### config.mk
export PLATFORM = sky130hd
export DESIGN_NAME = alu_arbiter
export DESIGN_NICKNAME = d
export VERILOG_FILES = /design/src/rtl/alu_arbiter.sv
export SDC_FILE = /design/constraint.sdc
export NUM_CORES = 1
export LEC_CHECK = 0
export ABC_AREA = 0
export BUFFER_PORTS_ARGS = -buffer_cell sky130_fd_sc_hd__buf_2
export CAP_MARGIN = 20
export CORE_AREA = 3 3 232 234
export CTS_CLUSTER_SIZE = 40
export DETAILED_ROUTE_END_ITERATION = 7
export DIE_AREA = 0 0 235 237
export HOLD_SLACK_MARGIN = 0.06
export PLACE_DENSITY = 0.47
export SETUP_SLACK_MARGIN = 0.4
export SYNTH_ARGS = -nofsm -noshare
export SYNTH_HDL_FRONTEND = slang
export SYNTH_SLANG_ARGS = --single-unit
### constraint.sdc
create_clock -name clk -period 2 [get_ports clk]
set_clock_uncertainty 0.1 [all_clocks]
set_input_delay 0.2 -clock clk [delete_from_list [all_inputs] [get_ports clk]]
set_output_delay 0.2 -clock clk [all_outputs]
set_load 0.005 [all_outputs]
### src/rtl/alu_arbiter.sv
// Two-requester round-robin front end for a toggle-triggered ALU: issues one
// operation at a time and returns its result, or a timeout error, to the owner.
module alu_arbiter #(
  parameter int TIMEOUT = 64
) (
  input  logic         clk,
  input  logic         reset,
  input  logic         req0,
  input  logic         req1,
  input  logic [131:0] op0,
  input  logic [131:0] op1,
  output logic         grant0,
  output logic         grant1,
  output logic [131:0] alu_op,
  output logic         alu_trigger,
  input  logic         alu_ready,
  input  logic [96:0]  alu_res,
  output logic [96:0]  resp,
  output logic         resp_valid0,
  output logic         resp_valid1,
  output logic         resp_err,
  output logic         busy
);

  localparam int CW = (TIMEOUT > 1) ? $clog2(TIMEOUT) : 1;
  localparam logic [CW-1:0] LAST_COUNT = CW'(TIMEOUT - 1);

  typedef enum logic [1:0] {IDLE, WAIT, RESP} arbState;

  arbState        state, nextState;
  logic [CW-1:0]  counter, nextCounter;
  logic           lastGrant, nextLastGrant;   // index of the most recent grant, also the response owner
  logic [1:0]     readySync;
  logic           readyPrev;
  logic           readyRise;
  logic           pickOne;
  logic           nextGrant0, nextGrant1;
  logic [131:0]   nextAluOp;
  logic           nextTrigger;
  logic [96:0]    nextResp;
  logic           nextValid0, nextValid1, nextErr;

  // NOTE: alu_ready comes from another clock domain; only readySync[1] may feed logic.
  always_ff @(posedge clk or negedge reset) begin
    if (!reset) begin
      readySync <= 2'b00;
      readyPrev <= 1'b0;
    end else begin
      readySync <= {readySync[0], alu_ready};
      readyPrev <= readySync[1];
    end
  end

  assign readyRise = readySync[1] & ~readyPrev;
  assign busy      = (state != IDLE);

  // NOTE: every variable gets a default before the case so no path leaves one unassigned (no latches).
  always_comb begin
    nextState     = state;
    nextCounter   = counter;
    nextLastGrant = lastGrant;
    nextGrant0    = 1'b0;
    nextGrant1    = 1'b0;
    nextAluOp     = alu_op;
    nextTrigger   = alu_trigger;
    nextResp      = resp;
    nextValid0    = 1'b0;
    nextValid1    = 1'b0;
    nextErr       = 1'b0;
    pickOne       = req1 && (!req0 || !lastGrant);

    case (state)
      IDLE: begin
        if (req0 || req1) begin
          nextLastGrant = pickOne;
          nextGrant0    = !pickOne;
          nextGrant1    = pickOne;
          nextAluOp     = pickOne ? op1 : op0;
          nextTrigger   = !alu_trigger;
          nextCounter   = '0;
          nextState     = WAIT;
        end
      end
      WAIT: begin
        // A completion seen on the last allowed cycle still beats the timeout.
        if (readyRise) begin
          nextResp   = alu_res;
          nextValid0 = !lastGrant;
          nextValid1 = lastGrant;
          nextState  = RESP;
        end else if (counter == LAST_COUNT) begin
          nextResp   = '0;
          nextErr    = 1'b1;
          nextValid0 = !lastGrant;
          nextValid1 = lastGrant;
          nextState  = RESP;
        end else begin
          nextCounter = counter + 1'b1;
        end
      end
      RESP:    nextState = IDLE;
      default: nextState = IDLE;
    endcase
  end

  // NOTE: state registers use non-blocking assignments so all of them update together at the edge.
  always_ff @(posedge clk or negedge reset) begin
    if (!reset) begin
      state       <= IDLE;
      counter     <= '0;
      lastGrant   <= 1'b1;
      grant0      <= 1'b0;
      grant1      <= 1'b0;
      alu_op      <= '0;
      alu_trigger <= 1'b0;
      resp        <= '0;
      resp_valid0 <= 1'b0;
      resp_valid1 <= 1'b0;
      resp_err    <= 1'b0;
    end else begin
      state       <= nextState;
      counter     <= nextCounter;
      lastGrant   <= nextLastGrant;
      grant0      <= nextGrant0;
      grant1      <= nextGrant1;
      alu_op      <= nextAluOp;
      alu_trigger <= nextTrigger;
      resp        <= nextResp;
      resp_valid0 <= nextValid0;
      resp_valid1 <= nextValid1;
      resp_err    <= nextErr;
    end
  end

endmodule
==> metrics, run 1 <==
run status complete, no violations; placed instance count approximately 2000; violation count after the first detailed-routing iteration 440; combinational power share between 40 and 50%; worst-skew pair later-pin latency ~0.56 ns; die boundary height ~240 um; M2 GR Usage between 20% and 30%; final layout net count roughly 2200; Critical Path RT between 2 and 2.5 ns; share of cells above drive strength 1 a little under half; list of most frequent post-synthesis cells sky130_fd_sc_hd__dfrtp_1 (246), sky130_fd_sc_hd__a22o_1 (196), sky130_fd_sc_hd__a21o_1 (100); Wirelength per Cell 20.0 um; final core area utilization around two fifths; top-area cell type share of the netlist area 62.0%; weighted congestion reported at the end of routability-driven placement approximately 0.81; setup violation total in the final timing report 0; library cell occupying the most area in the post-synthesis netlist sky130_fd_sc_hd__dfrtp_1; number of non-filler instances in the completed layout between 2000 and 3000; Ys Warns 0; CTS tree built; Setup Slack @ Placement approximately 0.15 ns; switching share of power 33.6%; sink count of the clock tree 247; detailed placer's ending HPWL between 20000 and 30000 um; relative contribution of the clock network to total power 19.6%; largest net degree at the start of global routing 62; Worst Setup End Kind flop; library cell with the highest instance count after synthesis sky130_fd_sc_hd__dfrtp_1; kind of start point of the critical path flop; switching pwr about 8.9 mW; final critical path time including I/O delays and setup about 1.9 ns; smallest setup slack after layout 0.0986 ns; largest voltage drop on the vdd net between 0.5 and 0.6 mV; detail-routed via count per cell approximately 4.4; Fmax achieved about 0.53 GHz; cell-internal power 17.5 mW; multiplexer share of the synthesized area 3.53%; Site Rows 84; Post-synth EDFFs 0; Hold Crit Class input port to flop; register area share after synthesis around 62%; Hold Vio Cnt, Final 0; met3 usage in global routing under 10%; cells taking the most area after synthesis sky130_fd_sc_hd__dfrtp_1 (62%), sky130_fd_sc_hd__a22o_1 (17%), sky130_fd_sc_hd__a21o_1 (7.6%); cell chosen for the clock root sky130_fd_sc_hd__clkbuf_16; fraction of met1 tracks used by global routing between 10% and 20%; highest fanout seen on the critical path 61; slew at the pin with the worst max-slew slack 0.404 ns; WHS roughly 0.14 ns; global router's overall resource usage between 10% and 20%; unrepaired setup endpoints after global routing true; Post-Synthesis Cell Area 9920 sq um; compound-cell area share of the yosys netlist between 20% and 30%; critical setup path kind flop to flop; Total Neg Setup Slack 0 ns; count of vias placed by the detailed router 10900; register bit count reported by yosys ~250; post-synthesis share of cell area spent on full adders, half adders and majority gates less than 1%; DR DRC count 0; leading register cell type out of synthesis sky130_fd_sc_hd__dfrtp_1; buffers from clock root to sink, at most 3; Boundary Pins about 600; number of global-route vias before repair ~12000; area of the core between 50000 and 60000 sq um; die area between 50000 and 60000 sq um; sum of overflow across all layers after global routing 0; Final period util a little over nine tenths; xor/xnor cell area share of the yosys netlist less than 1%; die span in x approximately 240 um; Mapped Avg Cell Area ~13 sq um; headroom to the max-slew limit 73.1%; GR peak layer met2; wire length of the first global-routing pass slightly above 70000 um; Sequential Power Share between 30% and 40%; Syn Nets between 1000 and 1500; gate count after technology mapping ~750; final WL between 50000 and 60000 um; Area growth syn-to-layout 106%; antenna violations before repair 11; Clock H-tree levels 1; Initial Utilization a little under a fifth; count of buffers inserted at the top-level ports ~600; max-cap viol count 0; Cell variety after synth 33; count of nets left with antenna violations after detail routing 0; post-synthesis share of cell area spent on and, or, nand and nor gates under 10%; drt first pass iters 7; Leak approximately 11 nW; final number of max-transition violations 0; CP arrival 2.24 ns; Async S/R FF share, synth between 90% and 100%; register clock-pin slew on the reported worst setup and hold paths ~0.060 ns; largest family of logic cells by synthesized area compound AO/OA/AOI/OAI gates; power density over cell area roughly 1300 nW/um^2; CTS buffer count 28
[cells in the final DEF, fill, tap and decap left out, types with 2 or more instances in the layout]
| cell | count |
|---|---|
| sky130_fd_sc_hd__o21ai_1 | 14 |
| sky130_fd_sc_hd__diode_2 | 4 |
| sky130_fd_sc_hd__mux2i_2 | 8 |
| sky130_fd_sc_hd__o21ai_0 | 3 |
| sky130_fd_sc_hd__dlygate4sd3_1 | 364 |
| sky130_fd_sc_hd__nand2_2 | 7 |
| sky130_fd_sc_hd__nand2_1 | 22 |
| sky130_fd_sc_hd__o21ai_2 | 22 |
| sky130_fd_sc_hd__a22o_1 | 196 |
| sky130_fd_sc_hd__a21o_4 | 2 |
| sky130_fd_sc_hd__buf_4 | 18 |
| sky130_fd_sc_hd__buf_8 | 3 |
| sky130_fd_sc_hd__nand2_4 | 8 |
| sky130_fd_sc_hd__nor2_1 | 4 |
| sky130_fd_sc_hd__mux2i_4 | 13 |
| sky130_fd_sc_hd__a21o_1 | 99 |
| sky130_fd_sc_hd__nor2_4 | 2 |
| sky130_fd_sc_hd__mux2i_1 | 14 |
| sky130_fd_sc_hd__clkbuf_1 | 9 |
| sky130_fd_sc_hd__clkinv_2 | 3 |
| sky130_fd_sc_hd__buf_16 | 28 |
| sky130_fd_sc_hd__buf_6 | 14 |
| sky130_fd_sc_hd__nand3_1 | 2 |
| sky130_fd_sc_hd__nand2b_1 | 2 |
| sky130_fd_sc_hd__or2_4 | 4 |
| sky130_fd_sc_hd__buf_12 | 25 |
| sky130_fd_sc_hd__dfrtp_1 | 246 |
| sky130_fd_sc_hd__buf_2 | 599 |
| sky130_fd_sc_hd__clkbuf_8 | 9 |
| sky130_fd_sc_hd__clkbuf_16 | 44 |
| sky130_fd_sc_hd__inv_1 | 3 |
[worst paths after layout]
kind                       slack (ns)      endpoint         start  cells after the start
min in group asynchronous        0.59      resp[59]         reset                      3
max reg2reg                       0.1    alu_op[29]      state[1]                      5
min                              0.14      state[0]          req1                      5
max in group asynchronous        0.54    alu_op[27]         reset                      4
min reg2reg                      0.25  readySync[1]  readySync[0]                      0
max                               0.1    alu_op[29]      state[1]                      5
[per-stage QoR]
step / power, mW / cell area, sq um
finish: 26.4 / 20500
global route: 28.0 / 20500
CTS: 25.3 / 19500
detailed placement: 17.5 / 13900
global placement: 17.4 / 13900
floorplan: 13.3 / 10100
[state kept, by name, indices dropped and copies added, names as in the netlist]
| signal | cells |
|---|---|
| resp_valid0 | 1 |
| grant1 | 1 |
| counter | 6 |
| grant0 | 1 |
| alu_op | 132 |
| state | 2 |
| readySync | 2 |
| resp | 97 |
| alu_trigger | 1 |
| resp_err | 1 |
| lastGrant | 1 |
| resp_valid1 | 1 |
| readyPrev | 1 |
[worst max-delay path, stage by stage (launching register included)]
cell,delay (ns)
sky130_fd_sc_hd__dfrtp_1,0.38
sky130_fd_sc_hd__or2_4,0.28
sky130_fd_sc_hd__or2_4,0.33
sky130_fd_sc_hd__buf_16,0.22
sky130_fd_sc_hd__a22o_1,0.24
sky130_fd_sc_hd__a21o_1,0.17
[metal layers]
| layer | up-vias | routed length, um | share of wire [%] |
|---|---|---|---|
| li1 | 4946 | - | - |
| met1 | 5364 | 20100 | 40 |
| met2 | 518 | 25200 | 50 |
| met3 | 89 | 3150 | 6.3 |
| met4 | 4 | 1550 | 3.1 |
| met5 | - | 34 | 0.068 |
[power by group through the flow]
stage          sequential (mW)  clock, mW  combinational, mW
3_3_place_gp              8.87          0               8.54
2_1_floorplan             8.90          0               4.42
3_5_place_dp              8.82          0               8.70
6_report                  8.94       5.18               12.3
5_1_grt                   9.20       5.53               13.2
4_1_cts                   8.83       5.32               11.1
[final cells by class]
type | count | area [sq um]
fillers | 4884 | 31800
repair buffers | 1066 | 8630
flip-flops and latches | 247 | 6180
multi-input cells | 441 | 3830
clock buffers | 47 | 883
well taps | 688 | 861
clock inverters | 4 | 45.0
inverters | 3 | 11.3
diodes | 4 | 10.0
[repair_timing]
item | in CTS | in global routing
pin swaps | 11 | 94
setup buffers | 20 | 10
setup endpoints to repair | 237 | 242
cloned | 25 | 19
hold buffers | 364 | 0
gates resized for setup | 89 | 89
endpoints found under the hold margin | 477 | 0
[cells by family after synthesis]
logic type	Yosys count
AOI/OAI and AO/OA	341
DFF	247
buffers and inverters	68
and+or+nand+nor	61
muxes	35
xor gates and xnor gates	1
adders and majority gates	1
Power figures use the tool's default switching activity.
==> inputs of run 2 (changes only) <==
CORE_AREA = 2 2 236 238   (was 3 3 232 234)
DIE_AREA = 0 0 238 240   (was 0 0 235 237)
PLACE_DENSITY = 0.44   (was 0.47)
clock period = 2.1 ns   (was 2 ns; I/O delays follow)
==> run 2 against run 1 <==
Hold slack worse by 0.069 ns. Largest power group unchanged. Total power is 10% lower. Worst setup slack gained 0.14 ns. Count of clock-buffer cells in the layout is 10 lower.
==> metrics, run 2 (same netlist as run 1, synthesis figures left out) <==
run status complete, no violations; cell depth of the worst setup path 6; Total Neg Setup Slack 0 ns; cell chosen for the clock root sky130_fd_sc_hd__clkbuf_16; Area growth syn-to-layout 96.8%; Critical Path RT 2.45 ns; setup violation total in the final timing report 0; top library cells by usage in the layout, fill and taps aside sky130_fd_sc_hd__buf_2 (599), sky130_fd_sc_hd__dlygate4sd3_1 (363), sky130_fd_sc_hd__dfrtp_1 (246); slew at the pin with the worst max-slew slack roughly 0.44 ns; largest net degree at the start of global routing a little under 100; M2 GR Usage between 20% and 30%; Register-to-Register Setup Slack between 0.2 and 0.25 ns; fraction of met1 tracks used by global routing between 10% and 20%; largest registers in the final layout alu_op: 132 flops, resp: 97 flops, counter: 6 flops; final critical path time including I/O delays and setup ~1.9 ns; area of the core 54700 sq um; beginning of the worst register-to-register path counter[0]; Worst Setup End Kind flop; detailed placer's ending HPWL 28500 um; final WL 46000 um; share of cells above drive strength 1 a little over two fifths; count of nets left with antenna violations after detail routing 0; final number of max-transition violations 0; max incr delay on CP about 0.36 ns; detail-routed via count per cell around 4.3; DR DRC count 0; Boundary Pins roughly 600; master of the slowest instance on the critical path sky130_fd_sc_hd__dfrtp_1; CTS tree built; die boundary height 240 um; number of global-route vias before repair about 11000; antenna violations before repair 8; weighted congestion reported at the end of routability-driven placement 0.750; Initial Utilization between 10% and 20%; final layout net count 2135; number of cells on the worst reg-to-reg path 6; wire length of the first global-routing pass between 60000 and 70000 um; power density over cell area about 1200 nW/um^2; kind of cell with the highest combined delay on the critical path compound AO/OA/AOI/OAI gates; smallest setup slack after layout roughly 0.24 ns; number of flip-flops in the largest register 132; die span in x between 200 and 250 um; CP arrival approximately 2.2 ns; count of buffers inserted at the top-level ports about 600; kind of start point of the critical path flop; die area 57100 sq um; highest fanout seen on the critical path 24; count of vias placed by the detailed router approximately 11000; max-cap viol count 0; GR peak layer met2; sink count of the clock tree between 200 and 250; register clock-pin slew on the reported worst setup and hold paths 0.06 ns; sum of overflow across all layers after global routing 0; unrepaired setup endpoints after global routing true; CTS buffer count 28; Wirelength per Cell around 18 um; Leak 10.3 nW; WHS between 0.07 and 0.08 ns; Clock H-tree levels 1; Filler Cells Inserted about 5400; Fmax achieved roughly 0.54 GHz; global router's overall resource usage ~15%; Setup Slack @ Placement between 0.2 and 0.25 ns; violation count after the first detailed-routing iteration 333; drt first pass iters 4; headroom to the max-slew limit a little over two thirds; Reg with most FFs alu_op; buffers from clock root to sink, at most 3; Hold Vio Cnt, Final 0; worst-skew pair later-pin latency between 0.5 and 0.6 ns; met3 usage in global routing about 3.7%; list of cells traversed by the critical path ha_2 > nand4_1 > or2_4 > a21o_4 > buf_12 > a22o_1; r2r endpoint resp[77]; Hold Crit Class input port to async pin; count of buffering cells on the critical path with inverters included 1; Final period util 88.5%; most common cell after layout, fill and taps aside sky130_fd_sc_hd__buf_2; largest voltage drop on the vdd net a little under 0.7 mV; critical setup path kind flop to flop; Site Rows 86
## run 2: cell types whose count changed in the layout (fill, tap and decap cells not counted), moves of 11 or more
cell / before / now
sky130_fd_sc_hd__mux2i_4: 13 / 0
sky130_fd_sc_hd__mux2i_1: 14 / 35
sky130_fd_sc_hd__o21ai_0: 3 / 26
sky130_fd_sc_hd__nand2_1: 22 / 37
sky130_fd_sc_hd__o21ai_2: 22 / 1
sky130_fd_sc_hd__buf_16: 28 / 17
## run 2: layout make-up
type	instances	area, sq um	area share, %
Timing Repair Buffer	1048	8050	41.2
Sequential cell	247	6180	31.6
Multi-Input combinational cell	440	3450	17.7
Tap cell	704	881	4.51
Clock buffer	37	774	3.96
Clock inverter	15	168	0.858
Antenna cell	5	12.5	0.0640
Inverter	3	11.3	0.0576
## run 2: per-stage QoR
stage | cells | util (%) | cell area [sq um] | total power [mW]
floorplan | 754 | - | 10000 | 12.6
global placement | 2023 | 25.4 | 13900 | 16.6
detailed placement | 2023 | 25.4 | 13900 | 16.7
CTS | 2481 | 35.2 | 19300 | 23.5
global route | 2498 | 35.7 | 19500 | 25.3
finish | 2499 | 35.7 | 19500 | 23.8
## run 2: worst max path at each step
stage | to | startpoint | slack [ns]
6_report | resp[77] | counter[0] | 0.24
2_1_floorplan | alu_op[65] | lastGrant | 0.29
5_1_grt | resp[77] | counter[1] | 0.17
4_1_cts | alu_op[33] | state[0] | 0.23
3_5_place_dp | resp[41] | counter[0] | 0.24
3_3_place_gp | resp[2] | counter[0] | 0.24
## run 2: what timing repair did
| item | in CTS | in global routing |
|---|---|---|
| gates cloned | 14 | 8 |
| pin swaps | 39 | 18 |
| endpoints found under the setup margin | 196 | 239 |
| gates resized for setup | 23 | 35 |
| endpoints found under the hold margin | 476 | 0 |
| buffers inserted | 29 | 5 |
| hold buffers | 363 | 0 |
## run 2: power by group
group	total (mW)	internal, mW	leakage, nW	switching, mW
clock	5.04	2.96	0.469	2.07
sequential	8.40	7.06	3.05	1.34
combinational	10.3	5.84	6.81	4.51
## run 2: metal layers
metal	routed length, um	up-vias
li1	-	4880
met1	18200	5182
met2	22800	555
met3	3490	87
met4	1480	2
met5	13	-
==> inputs of run 3 (changes only) <==
CORE_AREA = 2 2 233 235   (was 2 2 236 238)
DIE_AREA = 0 0 235 237   (was 0 0 238 240)
PLACE_DENSITY = 0.45   (was 0.44)
SETUP_SLACK_MARGIN = not set   (was 0.4)
==> run 3 against run 2 <==
Total power is 5.1% lower. Largest power group unchanged. First-iteration DRC count up 2.1%. Critical path type unchanged. Non-clock buffer count is 48 lower. Largest cell class unchanged.
==> metrics, run 3 (same netlist as run 1, synthesis figures left out) <==
kind of start point of the critical path flop; list of cells traversed by the critical path a21boi_4 > buf_12 > buf_12 > mux2i_2 > dlygate4sd3_1 > o21ai_0; DR DRC count 0; design area ~19000 sq um; max incr delay on CP 0.57 ns; register clock-pin slew on the reported worst setup and hold paths about 0.06 ns; number of global-route vias before repair ~11000; final layout net count 2087; Wirelength per Cell ~17 um; beginning of the worst register-to-register path lastGrant; Clock H-tree levels 1; most common cell after layout, fill and taps aside sky130_fd_sc_hd__buf_2; largest net degree at the start of global routing between 100 and 150; slew at the pin with the worst max-slew slack between 0.6 and 0.7 ns; count of buffers inserted at the top-level ports ~600; Register-to-Register Setup Slack 0.07 ns; highest fanout seen on the critical path 9; antenna violations before repair 5; power density over cell area approximately 1200 nW/um^2; Worst Setup End Kind flop; max-cap viol count 0; run status complete, no violations; Critical Path RT between 2 and 2.5 ns; top library cells by usage in the layout, fill and taps aside sky130_fd_sc_hd__buf_2 (600), sky130_fd_sc_hd__dlygate4sd3_1 (363), sky130_fd_sc_hd__dfrtp_1 (246); Hold Vio Cnt, Final 0; CP Capture Point alu_op[99]; wire length of the first global-routing pass 63400 um; headroom to the max-slew limit a little under three fifths; count of vias placed by the detailed router 10200; sum of overflow across all layers after global routing 0; final critical path time including I/O delays and setup 2.03 ns; smallest setup slack after layout ~0.072 ns; critical setup path kind flop to flop; Filler Cells Inserted about 5300; Area growth syn-to-layout 87.2%; number of non-filler instances in the completed layout approximately 2400; cell repeated most along the worst path sky130_fd_sc_hd__buf_12; final WL 42300 um; Fmax achieved about 0.49 GHz; launching instance or port of the critical path lastGrant; placed instance count between 2000 and 2500; global router's overall resource usage approximately 14%; area of the core roughly 53000 sq um; CTS buffer count 29; weighted congestion reported at the end of routability-driven placement ~0.8; master of the slowest instance on the critical path sky130_fd_sc_hd__dfstp_2; largest voltage drop on the vdd net roughly 0.61 mV; Total Neg Setup Slack 0 ns; Site Rows 85; die span in x between 200 and 250 um; CTS tree built; Placement Cell Area about 14000 sq um; cell chosen for the clock root sky130_fd_sc_hd__clkbuf_16; CP arrival 2.35 ns; buffers from clock root to sink, at most 3; WHS approximately 0.085 ns; detail-routed via count per cell approximately 4.2; detailed placer's ending HPWL 27800 um; Setup Slack @ Placement 0.148 ns; violation count after the first detailed-routing iteration 340; Boundary Pins approximately 600; sink count of the clock tree approximately 250; Final period util around 97%; die boundary height 237 um; overall power of the completed layout around 23 mW; share of cells above drive strength 1 ~40%; unrepaired setup endpoints after global routing false; drt first pass iters 5; setup violation total in the final timing report 0; r2r endpoint alu_op[99]; final number of max-transition violations 0; Leak a little under 10 nW; worst-skew pair later-pin latency ~0.57 ns; Initial Utilization a little under a fifth; number of cells on the worst reg-to-reg path 6; die area between 50000 and 60000 sq um; Reg with most FFs alu_op; final core area utilization about a third; count of nets left with antenna violations after detail routing 0; number of flip-flops in the largest register ~130; Hold Crit Class input port to async pin; largest registers in the final layout alu_op: 132 flops, resp: 97 flops, counter: 6 flops
run 3: cell type report:
class	count	area (sq um)	share of cell area (%)
multi-input combinational	439	3400	18.3
antenna	3	7.51	0.0404
inverter	3	11.3	0.0606
clock buffer	41	841	4.52
sequential	247	6180	33.3
clock inverter	13	151	0.815
tap	696	871	4.69
timing repair buffer	1000	7120	38.3
run 3: worst min-delay path by stage:
stage,end,depth (start not counted)
global placement,readySync[0],1
floorplan,alu_op[0],0
global route,readySync[0],2
finish,readySync[0],2
CTS,readySync[0],2
detailed placement,readySync[0],1
run 3: repair_timing:
item	CTS	global route
hold endpoints to repair	477	0
setup endpoints to repair	0	14
gates resized for setup	0	1
hold buffers	363	0
setup buffers	0	6
run 3: per-layer routing:
metal	GRT usage, %	wire (um)	up-vias
met5	0	13	-
met4	5.96	1580	2
met3	3.46	3030	100
met2	25.3	20900	512
met1	16.4	16700	4848
li1	-	-	4766
run 3: worst max-delay path, delay by kind of cell (launching register included):
family / cells / cell delay, ns
AOI/OAI and AO/OA: 2 / 0.15
buffers and inverters: 3 / 0.86
muxes: 1 / 0.20
DFF: 1 / 0.57
run 3: power by group:
| part | switching [mW] | internal, mW |
|---|---|---|
| clock | 2.09 | 3.15 |
| combinational | 4.03 | 4.86 |
| sequential | 1.37 | 7.06 |
